--- config.mk ---
export PLATFORM = sky130hd
export DESIGN_NAME = mtm_alu_cmd_framer
export DESIGN_NICKNAME = d
export VERILOG_FILES = /design/src/rtl/mtm_alu_pkg.sv /design/src/rtl/mtm_alu_crc4.sv /design/src/rtl/mtm_alu_cmd_framer.sv
export SDC_FILE = /design/constraint.sdc
export NUM_CORES = 1
export LEC_CHECK = 0
export CAP_MARGIN = 5
export CORE_UTILIZATION = 60
export CTS_CLUSTER_SIZE = 10
export DETAILED_ROUTE_END_ITERATION = 8
export MAX_ROUTING_LAYER = met4
export PLACE_DENSITY = 0.95
export SLEW_MARGIN = 20
export SYNTH_ARGS = -nofsm -noshare
export SYNTH_HDL_FRONTEND = slang
export SYNTH_HIERARCHICAL = 1
export SYNTH_SLANG_ARGS = --single-unit
--- constraint.sdc ---
create_clock -name clk -period 8.75 [get_ports clk]
set_input_delay 1.75 -clock clk [delete_from_list [all_inputs] [get_ports clk]]
set_output_delay 1.75 -clock clk [all_outputs]
set_load 0.01 [all_outputs]
--- src/rtl/mtm_alu_pkg.sv ---
// rtl/mtm_alu_pkg.sv - shared MTM ALU serial-protocol definitions
//
// Purpose: opcode enum, frame-type bits, frame/packet geometry and the CRC-4
// polynomial used by both the command framer and the ALU-side checker.
// Ports: none (package).
package mtm_alu_pkg;

  typedef enum logic [2:0] {
    OP_AND = 3'b000,
    OP_OR  = 3'b001,
    OP_ADD = 3'b100,
    OP_SUB = 3'b101
  } alu_op_t;

  localparam logic FRAME_DATA = 1'b0;
  localparam logic FRAME_CMD  = 1'b1;

  localparam int FRAME_BITS    = 11;
  localparam int PACKET_FRAMES = 9;
  localparam int CRC_MSG_BITS  = 68;

  // x^4 + x + 1 with the x^4 term implied by the shift-out.
  localparam logic [3:0] CRC4_POLY = 4'b0011;

  typedef enum logic [1:0] {
    ST_IDLE,
    ST_SEND,
    ST_GAP
  } framer_state_t;

endpackage

--- src/rtl/mtm_alu_crc4.sv ---
// rtl/mtm_alu_crc4.sv - combinational CRC-4 over a 68-bit message
//
// Purpose: CRC-4 (x^4+x+1, init 0000) over {B, A, 1'b1, op}, MSB first.
// Ports:
//   data  in   68  message, bit 67 processed first
//   crc   out   4  resulting remainder
module mtm_alu_crc4
  import mtm_alu_pkg::*;
(
  input  logic [CRC_MSG_BITS-1:0] data,
  output logic [3:0]              crc
);

  function automatic logic [3:0] crc4_calc(input logic [CRC_MSG_BITS-1:0] msg);
    logic [3:0] c;
    logic       fb;
    c = 4'b0000;
    for (int i = CRC_MSG_BITS - 1; i >= 0; i--) begin
      fb = c[3] ^ msg[i];
      c  = {c[2:0], 1'b0} ^ (fb ? CRC4_POLY : 4'b0000);
    end
    return c;
  endfunction

  assign crc = crc4_calc(data);

endmodule

--- src/rtl/mtm_alu_cmd_framer.sv ---
// rtl/mtm_alu_cmd_framer.sv - serialises an ALU request into the 99-bit MTM packet
//
// Purpose: accepts {A, B, op} and sends 8 data frames (B then A, MSB byte first)
// followed by a CMD frame carrying op and CRC-4, then IDLE_GAP idle bits.
// Ports:
//   clk          in    1  one serial bit per cycle
//   rst_n        in    1  asynchronous active-low reset
//   in_valid     in    1  request present
//   in_ready     out   1  request accepted on this edge if in_valid
//   A, B         in   32  operands
//   op           in    3  opcode, not checked
//   crc_err_inj  in    1  invert transmitted CRC for this request
//   sout         out   1  registered serial line, idle high
//   busy         out   1  packet or idle gap in progress
module mtm_alu_cmd_framer
  import mtm_alu_pkg::*;
#(
  parameter int IDLE_GAP = 1
) (
  input  logic        clk,
  input  logic        rst_n,
  input  logic        in_valid,
  output logic        in_ready,
  input  logic [31:0] A,
  input  logic [31:0] B,
  input  logic [2:0]  op,
  input  logic        crc_err_inj,
  output logic        sout,
  output logic        busy
);

  localparam logic [3:0] LAST_BIT   = 4'(FRAME_BITS - 1);
  localparam logic [3:0] LAST_FRAME = 4'(PACKET_FRAMES - 1);
  localparam int         GAP_W      = (IDLE_GAP > 1) ? $clog2(IDLE_GAP) : 1;

  framer_state_t state, state_n;
  logic [3:0]    frame_cnt, frame_n;
  logic [3:0]    bit_cnt, bit_n;
  logic [GAP_W-1:0] gap_cnt, gap_n;
  logic          sout_n;

  logic [31:0]   a_q, b_q;
  alu_op_t       op_q;
  logic          inj_q;

  logic [3:0]    crc_calc;
  logic [7:0]    cmd_payload;
  logic [7:0]    data_v;
  logic          accept;
  logic          gap_last;

  mtm_alu_crc4 u_crc (
    .data ({b_q, a_q, 1'b1, op_q}),
    .crc  (crc_calc)
  );

  // Gated by rst_n so the output reads 0 while reset is held.
  assign in_ready    = rst_n && (state == ST_IDLE);
  assign accept      = in_valid && in_ready;
  assign busy        = (state != ST_IDLE);
  assign cmd_payload = {1'b0, op_q, crc_calc ^ {4{inj_q}}};
  assign gap_last    = (int'(gap_cnt) == IDLE_GAP - 1);

  always_comb begin
    state_n = state;
    frame_n = frame_cnt;
    bit_n   = bit_cnt;
    gap_n   = gap_cnt;
    sout_n  = 1'b1;
    data_v  = 8'h00;

    case (state)
      ST_IDLE: begin
        if (in_valid) begin
          state_n = ST_SEND;
          frame_n = 4'd0;
          bit_n   = 4'd0;
        end
      end
      ST_SEND: begin
        if (bit_cnt == LAST_BIT) begin
          bit_n = 4'd0;
          if (frame_cnt == LAST_FRAME) begin
            frame_n = 4'd0;
            gap_n   = '0;
            state_n = (IDLE_GAP == 0) ? ST_IDLE : ST_GAP;
          end else begin
            frame_n = frame_cnt + 4'd1;
          end
        end else begin
          bit_n = bit_cnt + 4'd1;
        end
      end
      ST_GAP: begin
        if (gap_last) begin
          state_n = ST_IDLE;
          gap_n   = '0;
        end else begin
          gap_n = gap_cnt + 1'b1;
        end
      end
      default: state_n = ST_IDLE;
    endcase

    // sout is registered: select the bit that the next-state counters point at.
    case (frame_n)
      4'd0:    data_v = b_q[31:24];
      4'd1:    data_v = b_q[23:16];
      4'd2:    data_v = b_q[15:8];
      4'd3:    data_v = b_q[7:0];
      4'd4:    data_v = a_q[31:24];
      4'd5:    data_v = a_q[23:16];
      4'd6:    data_v = a_q[15:8];
      4'd7:    data_v = a_q[7:0];
      default: data_v = cmd_payload;
    endcase

    if (state_n == ST_SEND) begin
      if (bit_n == 4'd0)
        sout_n = 1'b0;
      else if (bit_n == 4'd1)
        sout_n = (frame_n == LAST_FRAME) ? FRAME_CMD : FRAME_DATA;
      else if (bit_n == LAST_BIT)
        sout_n = 1'b1;
      else
        sout_n = data_v[3'(4'd9 - bit_n)];
    end
  end

  always_ff @(posedge clk or negedge rst_n) begin
    if (!rst_n) begin
      state     <= ST_IDLE;
      frame_cnt <= 4'd0;
      bit_cnt   <= 4'd0;
      gap_cnt   <= '0;
      sout      <= 1'b1;
      a_q       <= 32'd0;
      b_q       <= 32'd0;
      op_q      <= OP_AND;
      inj_q     <= 1'b0;
    end else begin
      state     <= state_n;
      frame_cnt <= frame_n;
      bit_cnt   <= bit_n;
      gap_cnt   <= gap_n;
      sout      <= sout_n;
      if (accept) begin
        a_q   <= A;
        b_q   <= B;
        op_q  <= alu_op_t'(op);
        inj_q <= crc_err_inj;
      end
    end
  end

endmodule
==> metrics.md, run 1 <==
| Metric | Value |
|---|---|
| Fin nets | `587` |
| 1st-iter DRT viols | `317` |
| Antenna-violating nets left | `0` |
| Clk_skew | `between 0.01 and 0.015 ns` |
| Slew Limit Fails | `0` |
| Sink Count | `slightly below 80` |
| GRT Total Usage | `0.328` |
| Final Setup Violations | `0` |
| Startpoint types | `input port` |
| Top post-synthesis cells by count | `78 x dfrtp_1, 64 x mux2_2, 59 x xnor2_1` |
| Total of max-cap violations | `0` |
| Die Width | `around 95 microns` |
| Largest net degree at the start of global routing | `~80` |
| Share of the synthesized area in the top cell type | `0.377` |
| Post-synth top area cell | `dfrtp_1` |
| Final WL | `approximately 13,000 microns` |
| RSZ-0062 raised after global routing | `no` |
| Status | `finished, final reports clean` |
| Post-CTS Repair Setup Buffers | `0` |
| FMAX | `0.198 GHz` |
| First-pass GRT wire length | `20,800 microns` |
| Part of the Yosys area used for sequential elements | `0.382` |
| Most used DFF post-synth | `dfrtp_1` |
| Cts hold-fix bufs | `0` |
| Vias/cell | `6.19` |
| CTS max path bufs | `2` |
| Syn Inst Count | `447` |
| Clock H-tree levels | `3` |
| RD Place Congestion | `0.901` |
| Async set or reset register ratio after synthesis | `1.00` |
| DRC | `0` |
| Area contributors post-synth | `dfrtp_1 38%, mux2_2 14%, xnor2_1 10%, xnor3_1 7.0%, xor2_1 2.2%` |
| Reg area | `~2000 sq um` |
| Netlist Area Pre-Place | `just over 5000 sq um` |
| Initial Util | `0.624` |
| Share of cells above drive strength 1 | `0.211` |
| Initial antenna violation count | `0` |
| Ant diodes | `0` |
| Post-synth EDFFs | `0` |
| Total placed instance area | `between 5000 and 6000 sq um` |
| Total gr overflow | `0` |
| CTS Root Buffer Type | `clkbuf_8` |
| CP Data Arrival Time | `approximately 3.3 ns` |
| Row count | `33` |
| CP endpoint kind | `output port` |
| Max-slew headroom | `0.331` |
| Synth warnings | `6` |
| Layout fillers | `594` |
| #FFs+latches synth | `79` |
| Num CTS Buffers | `9` |
| Post-DP HPWL | `around 9900 microns` |
| Top-count cell post-synth | `dfrtp_1` |
| Placed Cells | `606` |
| CORE AREA | `roughly 8300 sq um` |
| Min-delay worst type | `flip-flop to flip-flop` |
| Hold Fails Final Rpt | `0` |
| Syn Area/Cell | `approximately 12 sq um` |
| Syn-to-layout area delta | `18.3%` |
| Area of the multi-input gates | `3010 sq um` |
| Synth unique cells | `75` |
| IO buf count | `73` |
| CTS clock-pin slew for the worst setup and hold paths | `0.09 ns` |
| Routed vias | `between 3k and 4k` |
| Worst Path Required | `about 7 ns` |
| CTS tree | `done` |
| Min Tclk post-route | `5.05 ns` |
| Design Area, Final | `approximately 6000 sq um` |
| Die ar. | `between 9000 and 10,000 sq um` |
| WS Path Type | `input port to output port` |
| Vias in the first global route | `a little under 4k` |
| Avg WL per Cell | `roughly 21 microns` |
| I/O pins | `74` |
| Crit Path Max Fanout | `80` |
| First-pass iteration count of the detailed router | `5` |
| Post_cts resized | `0` |
| Die Y | `94.9 microns` |
| Slew @ Worst Pin | `around 1 ns` |
| Final period utilization | `0.578` |
| Non-filler instance count after layout | `just over 600` |
| Final setup TNS | `0 ns` |
| Clk_lat worst skew | `0.36 ns` |
[cell usage in the layout, fill, tap and decap left out, drive strengths merged, types with 5 or more instances in the layout]
cell type / synthesis / routed
a31oi: 7 / 7
mux2: 64 / 64
nor3: 5 / 5
nand2: 31 / 31
nand3: 19 / 19
nor2: 6 / 6
xnor2: 60 / 60
xor2: 14 / 14
clkdlybuf4s50: 0 / 72
dfrtp: 78 / 78
o211ai: 6 / 6
mux2i: 9 / 9
o21ai: 14 / 14
a21oi: 6 / 6
inv: 13 / 14
a2111oi: 6 / 6
clkbuf: 9 / 11
nand4: 6 / 6
xnor3: 20 / 20
[per-layer routing]
metal	vias up	wire length [microns]	global-route usage	part of all wire
met4	0	524	0.143	0.039
li1	1737	-	-	-
met3	38	717	0.0427	0.054
met2	175	6480	0.525	0.49
met5	-	0	-	0
met1	1902	5590	0.418	0.42
[cell type report]
| cell class | instances | area share |
|---|---|---|
| tap | 105 | 0.0214 |
| clock buffer | 11 | 0.0247 |
| multi-input combinational | 331 | 0.491 |
| clock inverter | 5 | 0.00674 |
| sequential | 79 | 0.323 |
| inverter | 15 | 0.0112 |
| timing repair buffer | 76 | 0.122 |
[sequential cells by signal, summed over array words and instances (netlist names)]
signal     cells
frame_cnt      4
sout           1
bit_cnt        4
op_q           3
inj_q          1
b_q           32
state          2
a_q           32
[metrics by stage]
| step | setup WS, ns | utilization | hold slack [ns] |
|---|---|---|---|
| after CTS | 3.64 | 0.738 | 0.571 |
| after detailed placement | 3.64 | 0.715 | 0.549 |
| after global placement | 3.69 | 0.715 | 0.538 |
| final | 3.70 | 0.739 | 0.570 |
| after floorplan | 5.04 | - | 0.505 |
| after global routing | 3.48 | 0.739 | 0.587 |
[cells by family after synthesis]
logic type | Yosys count | synth area share
buffers and inverters | 38 | 0.0394
AND/OR/NAND/NOR | 91 | 0.0935
adder cells (fa/ha/maj) | 4 | 0.00966
XOR/XNOR | 95 | 0.222
multiplexers | 73 | 0.157
other | 1 | 0.000724
flip-flops | 79 | 0.382
AO/OA/AOI/OAI | 66 | 0.0969
[worst max-delay path, cell delays in order]
cell,delay (ns)
buf_4,0.73
inv_1,0.09
nor2_1,0.15
clkdlybuf4s50_1,0.54
[worst paths after layout]
| path | startpoint | end | slack, ns | cells after the start |
|---|---|---|---|---|
| max in group asynchronous | rst_n | a_q[30] | 6.55 | 1 |
| min in group asynchronous | rst_n | state[1] | 1.54 | 1 |
| worst max-delay path | rst_n | in_ready | 3.70 | 4 |
| worst max register to register | b_q[29] | sout | 4.95 | 10 |
| worst min-delay path | a_q[28] | a_q[28] | 0.57 | 1 |
| worst min register to register | a_q[28] | a_q[28] | 0.57 | 1 |
Power of run 1 is not shown: default switching activity piles up to over one toggle a cycle in this logic, so the estimate is an artifact.
==> run 2, diff against run 1 <==
--- a/config.mk
+++ b/config.mk
@@ -6,11 +6,11 @@
 export NUM_CORES = 1
 export LEC_CHECK = 0
 export CAP_MARGIN = 5
-export CORE_UTILIZATION = 60
+export CORE_UTILIZATION = 55
 export CTS_CLUSTER_SIZE = 10
 export DETAILED_ROUTE_END_ITERATION = 8
 export MAX_ROUTING_LAYER = met4
-export PLACE_DENSITY = 0.95
+export PLACE_DENSITY = 0.92
 export SLEW_MARGIN = 20
 export SYNTH_ARGS = -nofsm -noshare
 export SYNTH_HDL_FRONTEND = slang
==> constraint.sdc (replaced) <==
create_clock -name clk -period 5.2 [get_ports clk]
set_input_delay 1.04 -clock clk [delete_from_list [all_inputs] [get_ports clk]]
set_output_delay 1.04 -clock clk [all_outputs]
set_load 0.01 [all_outputs]
==> run 2 against run 1 <==
  * Clock-buffer cell count decreased by 2
  * Global-route usage decreased by 3.2 points
  * Sequential cell count unchanged
  * Core utilization decreased by 7.1 points
  * First-iteration DRC count increased by 6.9%
  * Sequential share of layout area decreased by 0.059 points
  * Clock skew increased by 0.0019 ns
  * Worst hold slack got worse by 0.0038 ns
  * Final cell count increased by 1.1%
==> metrics.md, run 2 (same netlist as run 1, synthesis figures left out) <==
| Metric | Value |
|---|---|
| Status | `finished, final reports clean` |
| Clk_skew | `about 0.013 ns` |
| WS Path Type | `input port to flip-flop` |
| Total of max-cap violations | `0` |
| Final period utilization | `0.691` |
| RD Place Congestion | `about 1.0` |
| Vias/cell | `between 6 and 7` |
| Fin nets | `589` |
| Grt met2 use | `0.457` |
| CORE AREA | `slightly above 9000 sq um` |
| Largest net degree at the start of global routing | `44` |
| Clk_lat worst skew | `between 0.3 and 0.4 ns` |
| GRT Total Usage | `0.296` |
| Most frequent cells in the layout | `78 x dfrtp_1, 72 x clkdlybuf4s50_1, 64 x mux2_2, 59 x xnor2_1, 30 x nand2_1` |
| CP Cell Sequence | `clkdlybuf4s50_1 -> o21bai_1 -> o21ai_0 -> o21ai_1 -> buf_4 -> o21ai_0 -> a2111oi_0 -> a211o_1 -> a41oi_2` |
| Initial antenna violation count | `0` |
| Slew @ Worst Pin | `0.972 ns` |
| CP endpoint kind | `flip-flop` |
| IO buf count | `73` |
| Die Y | `between 90 and 100 microns` |
| Min-delay worst type | `flip-flop to flip-flop` |
| CTS tree | `done` |
| Final Setup Violations | `0` |
| Crit Path Max Fanout | `13` |
| First-pass GRT wire length | `~21,000 microns` |
| Syn-to-layout area delta | `18.6%` |
| FMAX | `0.278 GHz` |
| DRC | `0` |
| CTS max path bufs | `2` |
| First-pass iteration count of the detailed router | `5` |
| Max-slew headroom | `0.352` |
| Slowest cell on the critical path | `o21bai_1` |
| Num CTS Buffers | `9` |
| Commonest non-fill, non-tap cell in the layout | `dfrtp_1` |
| Startpoint types | `input port` |
| Met3 GRT Util | `0.0482` |
| Crit path largest cell delay | `between 0.5 and 0.6 ns` |
| Row count | `35` |
| Die Width | `around 100 microns` |
| Worst Path Required | `around 5.5 ns` |
| CTS Root Buffer Type | `clkbuf_8` |
| Largest regs | `a_q (32), b_q (32)` |
| Final WL | `between 10,000 and 15,000 microns` |
| I/O pins | `74` |
| Slew Limit Fails | `0` |
| CTS clock-pin slew for the worst setup and hold paths | `0.08 ns` |
| CP Data Arrival Time | `around 3.9 ns` |
| Sink Count | `79` |
| Cts hold-fix bufs | `0` |
| RSZ-0062 raised after global routing | `no` |
| Total gr overflow | `0` |
| Post-CTS Repair Setup Buffers | `0` |
| Global-route layer with the greatest usage | `met2` |
| Ant diodes | `0` |
| Die ar. | `approximately 9800 sq um` |
| Antenna-violating nets left | `0` |
| Final setup TNS | `0 ns` |
| Min Tclk post-route | `3.60 ns` |
| 1st-iter DRT viols | `about 340` |
| Routed vias | `approximately 3.8k` |
| Post-DP HPWL | `approximately 10000 microns` |
| Hold Fails Final Rpt | `0` |
| Share of cells above drive strength 1 | `0.212` |
| GR Util met1 | `0.388` |
| Clock H-tree levels | `3` |
| Avg WL per Cell | `approximately 21 microns` |
| Initial Util | `0.563` |
| Worst hold margin | `roughly 0.57 ns` |
| Crit-path most repeated cell | `o21ai_0` |
| Post_cts resized | `0` |
| Vias in the first global route | `3,869` |
==> run 2: changes by cell type in the layout (fill, tap and decap cells not counted) <==
cell        delta
clkinv_4       -2
bufinv_16      +1
inv_6          -1
buf_4          +2
clkinv_2       +2
nor2_2         +1
clkbuf_8       -2
clkinvlp_4     +1
nor2_4         -1
==> run 2: metrics by stage <==
stage | area, sq um | utilization | std cells | setup slack [ns]
finish | 6140 | 0.668 | 629 | 1.60
floorplan | 5180 | - | 448 | 1.90
CTS | 6140 | 0.668 | 629 | 1.64
global placement | 5950 | 0.647 | 614 | 1.34
detailed placement | 5950 | 0.647 | 614 | 1.30
global route | 6140 | 0.668 | 629 | 1.38
==> run 2: final cells by class <==
type / instances / area [sq um]
clock buffers: 9 / 124
well taps: 111 / 139
fillers: 689 / 3060
inverters: 15 / 68.8
multi-input cells: 331 / 3000
clock inverters: 6 / 62.6
repair buffers: 78 / 766
flip-flops and latches: 79 / 1980
==> run 2: final timing paths <==
check                      startpoint  endpoint  slack (ns)  cells past startpoint
setup / recovery             in_valid      sout        1.60                      9
hold / removal                b_q[10]   b_q[10]        0.57                      1
setup reg to reg              b_q[29]      sout        1.62                     10
hold reg to reg               b_q[10]   b_q[10]        0.57                      1
max in group asynchronous       rst_n   b_q[27]        3.61                      2
min in group asynchronous       rst_n   b_q[19]        0.63                      1
==> run 2: worst max-delay path: cells and delay by family <==
kind | cells | cell delay [ns]
compound gates | 7 | 2.10
buf+inv | 2 | 0.72
==> run 2: routing by layer <==
layer,part of all wire,vias to the layer above,wire (microns)
met5,0,-,0
met4,0.037,0,484
met3,0.057,40,746
met2,0.48,158,6280
met1,0.43,1894,5620
li1,-,1742,-
Power of run 2 is left out for the same reason.
==> run 3, diff against run 2 <==
--- a/config.mk
+++ b/config.mk
@@ -6,11 +6,11 @@
 export NUM_CORES = 1
 export LEC_CHECK = 0
 export CAP_MARGIN = 5
-export CORE_UTILIZATION = 55
+export CORE_UTILIZATION = 50
 export CTS_CLUSTER_SIZE = 10
 export DETAILED_ROUTE_END_ITERATION = 8
 export MAX_ROUTING_LAYER = met4
-export PLACE_DENSITY = 0.92
+export PLACE_DENSITY = 0.89
 export SLEW_MARGIN = 20
 export SYNTH_ARGS = -nofsm -noshare
 export SYNTH_HDL_FRONTEND = slang
==> constraint.sdc (replaced) <==
create_clock -name clk -period 2.9 [get_ports clk]
set_input_delay 0.58 -clock clk [delete_from_list [all_inputs] [get_ports clk]]
set_output_delay 0.58 -clock clk [all_outputs]
set_load 0.01 [all_outputs]
==> run 3 against run 2 <==
  * The run now ends with negative setup slack left
  * Register-to-register slack lost 1.9 ns
  * Highest routed layer unchanged
  * Final area grew 14%
  * Core utilization grew 4.0 points
  * Routed wire length grew 17%
==> metrics.md, run 3 (same netlist as run 1, synthesis figures left out) <==
| Metric | Value |
|---|---|
| Status | `complete, but fails checks` |
| Failing checks | `negative setup slack` |
| Clock H-tree levels | `3` |
| GRT Total Usage | `0.313` |
| Crit-path most repeated cell | `xnor3_1` |
| DRC | `0` |
| Final worst slack | `-0.236 ns` |
| CTS Root Buffer Type | `clkbuf_8` |
| Pre-CTS setup slack | `-0.392 ns` |
| Hold Fails Final Rpt | `0` |
| Die ar. | `10,800 sq um` |
| CP Data Arrival Time | `~3.4 ns` |
| Largest net degree at the start of global routing | `80` |
| Final period utilization | `1.08` |
| Crit path largest cell delay | `0.48 ns` |
| Worst Path Required | `about 3.2 ns` |
| Num CTS Buffers | `9` |
| CTS tree | `done` |
| Vias in the first global route | `around 4.4k` |
| Vias/cell | `~5.6` |
| Area of the multi-input gates | `about 3100 sq um` |
| RD Place Congestion | `~0.98` |
| RSZ-0062 raised after global routing | `yes` |
| Most frequent cells in the layout | `100 x buf_4, 76 x dfrtp_1, 72 x clkdlybuf4s50_1, 64 x mux2_2, 52 x xnor2_1` |
| Worst path bufs/invs | `1` |
| Min-delay worst type | `input port to async pin` |
| Min Tclk post-route | `around 3.1 ns` |
| Commonest non-fill, non-tap cell in the layout | `buf_4` |
| Slowest cell on the critical path | `xnor3_1` |
| Fin nets | `slightly below 700` |
| FMAX | `0.319 GHz` |
| Reg area | `1980 sq um` |
| IO buf count | `73` |
| Crit Path Max Fanout | `2` |
| Clk_skew | `about 0.012 ns` |
| Avg WL per Cell | `between 20 and 25 microns` |
| Share of cells above drive strength 1 | `0.354` |
| Syn-to-layout area delta | `35.5%` |
| Final WL | `15,400 microns` |
| Sink Count | `79` |
| Antenna-violating nets left | `0` |
| Final Setup Violations | `1` |
| WS Path Type | `flip-flop to flip-flop` |
| 1st-iter DRT viols | `~240` |
| Clk_lat worst skew | `between 0.3 and 0.4 ns` |
| Die Width | `~100 microns` |
| Layout fillers | `~700` |
| Largest regs | `a_q (32), b_q (32)` |
| CP endpoint kind | `flip-flop` |
| Slew Limit Fails | `0` |
| CORE AREA | `about 9900 sq um` |
| Initial Util | `0.523` |
| Total gr overflow | `0` |
| Startpoint types | `flip-flop` |
| CTS clock-pin slew for the worst setup and hold paths | `~0.090 ns` |
| Kind of cell adding the most delay to the critical path | `XOR/XNOR gates` |
| Row count | `36` |
| Initial antenna violation count | `0` |
| CP Cell Sequence | `xor2_2 -> xnor3_1 -> buf_4 -> xnor2_2 -> xnor3_1 -> xnor3_1 -> xnor3_1 -> xnor2_1 -> a21oi_1 -> o211ai_1 -> a41oi_2` |
| Routed vias | `4,200` |
| Post-DP HPWL | `11,900 microns` |
| Final setup TNS | `-0.236 ns` |
| Slew @ Worst Pin | `between 0.7 and 0.8 ns` |
| Die Y | `roughly 100 microns` |
| First-pass GRT wire length | `24,400 microns` |
| Max-slew headroom | `0.507` |
| I/O pins | `between 70 and 80` |
| Ant diodes | `0` |
| CTS max path bufs | `2` |
| First-pass iteration count of the detailed router | `4` |
| Total of max-cap violations | `0` |
-- run 3: path summary, 6_finish.rpt --
check,start,to,slack [ns],cells after the start
max in group asynchronous,rst_n,b_q[29],2.04,2
setup reg to reg,a_q[15],sout,-0.24,11
setup / recovery,a_q[15],sout,-0.24,11
hold / removal,rst_n,frame_cnt[0],0.32,2
min in group clk,a_q[3],a_q[3],0.57,1
hold reg to reg,a_q[3],a_q[3],0.57,1
-- run 3: repair_timing --
action / 4_1_cts / 5_1_grt
pin swaps: 1 / 3
hold buffers: 0 / 0
resized for setup: 1 / 3
endpoints found under the setup margin: 1 / 1
setup buffers: 0 / 0
-- run 3: final cells by class --
type,instances,share of cell area
clock buffer,10,0.0196
tap,133,0.0237
clock inverter,5,0.00838
multi-input combinational,331,0.436
sequential,79,0.282
inverter,15,0.00981
timing repair buffer,176,0.220
-- run 3: layer usage --
metal / GRT usage / part of all wire
met5: - / 0
met4: 0.139 / 0.039
met3: 0.0579 / 0.048
met2: 0.488 / 0.48
met1: 0.401 / 0.44
-- run 3: through the flow --
step | hold WS (ns) | util | cell area [sq um] | std cells
final | 0.316 | 0.708 | 7020 | 749
after global routing | 0.409 | 0.708 | 7020 | 749
after CTS | 0.512 | 0.706 | 7000 | 749
after detailed placement | 0.556 | 0.686 | 6790 | 734
after global placement | 0.535 | 0.686 | 6790 | 734
after floorplan | 0.284 | - | 5220 | 448
Power of run 3 is left out for the same reason.
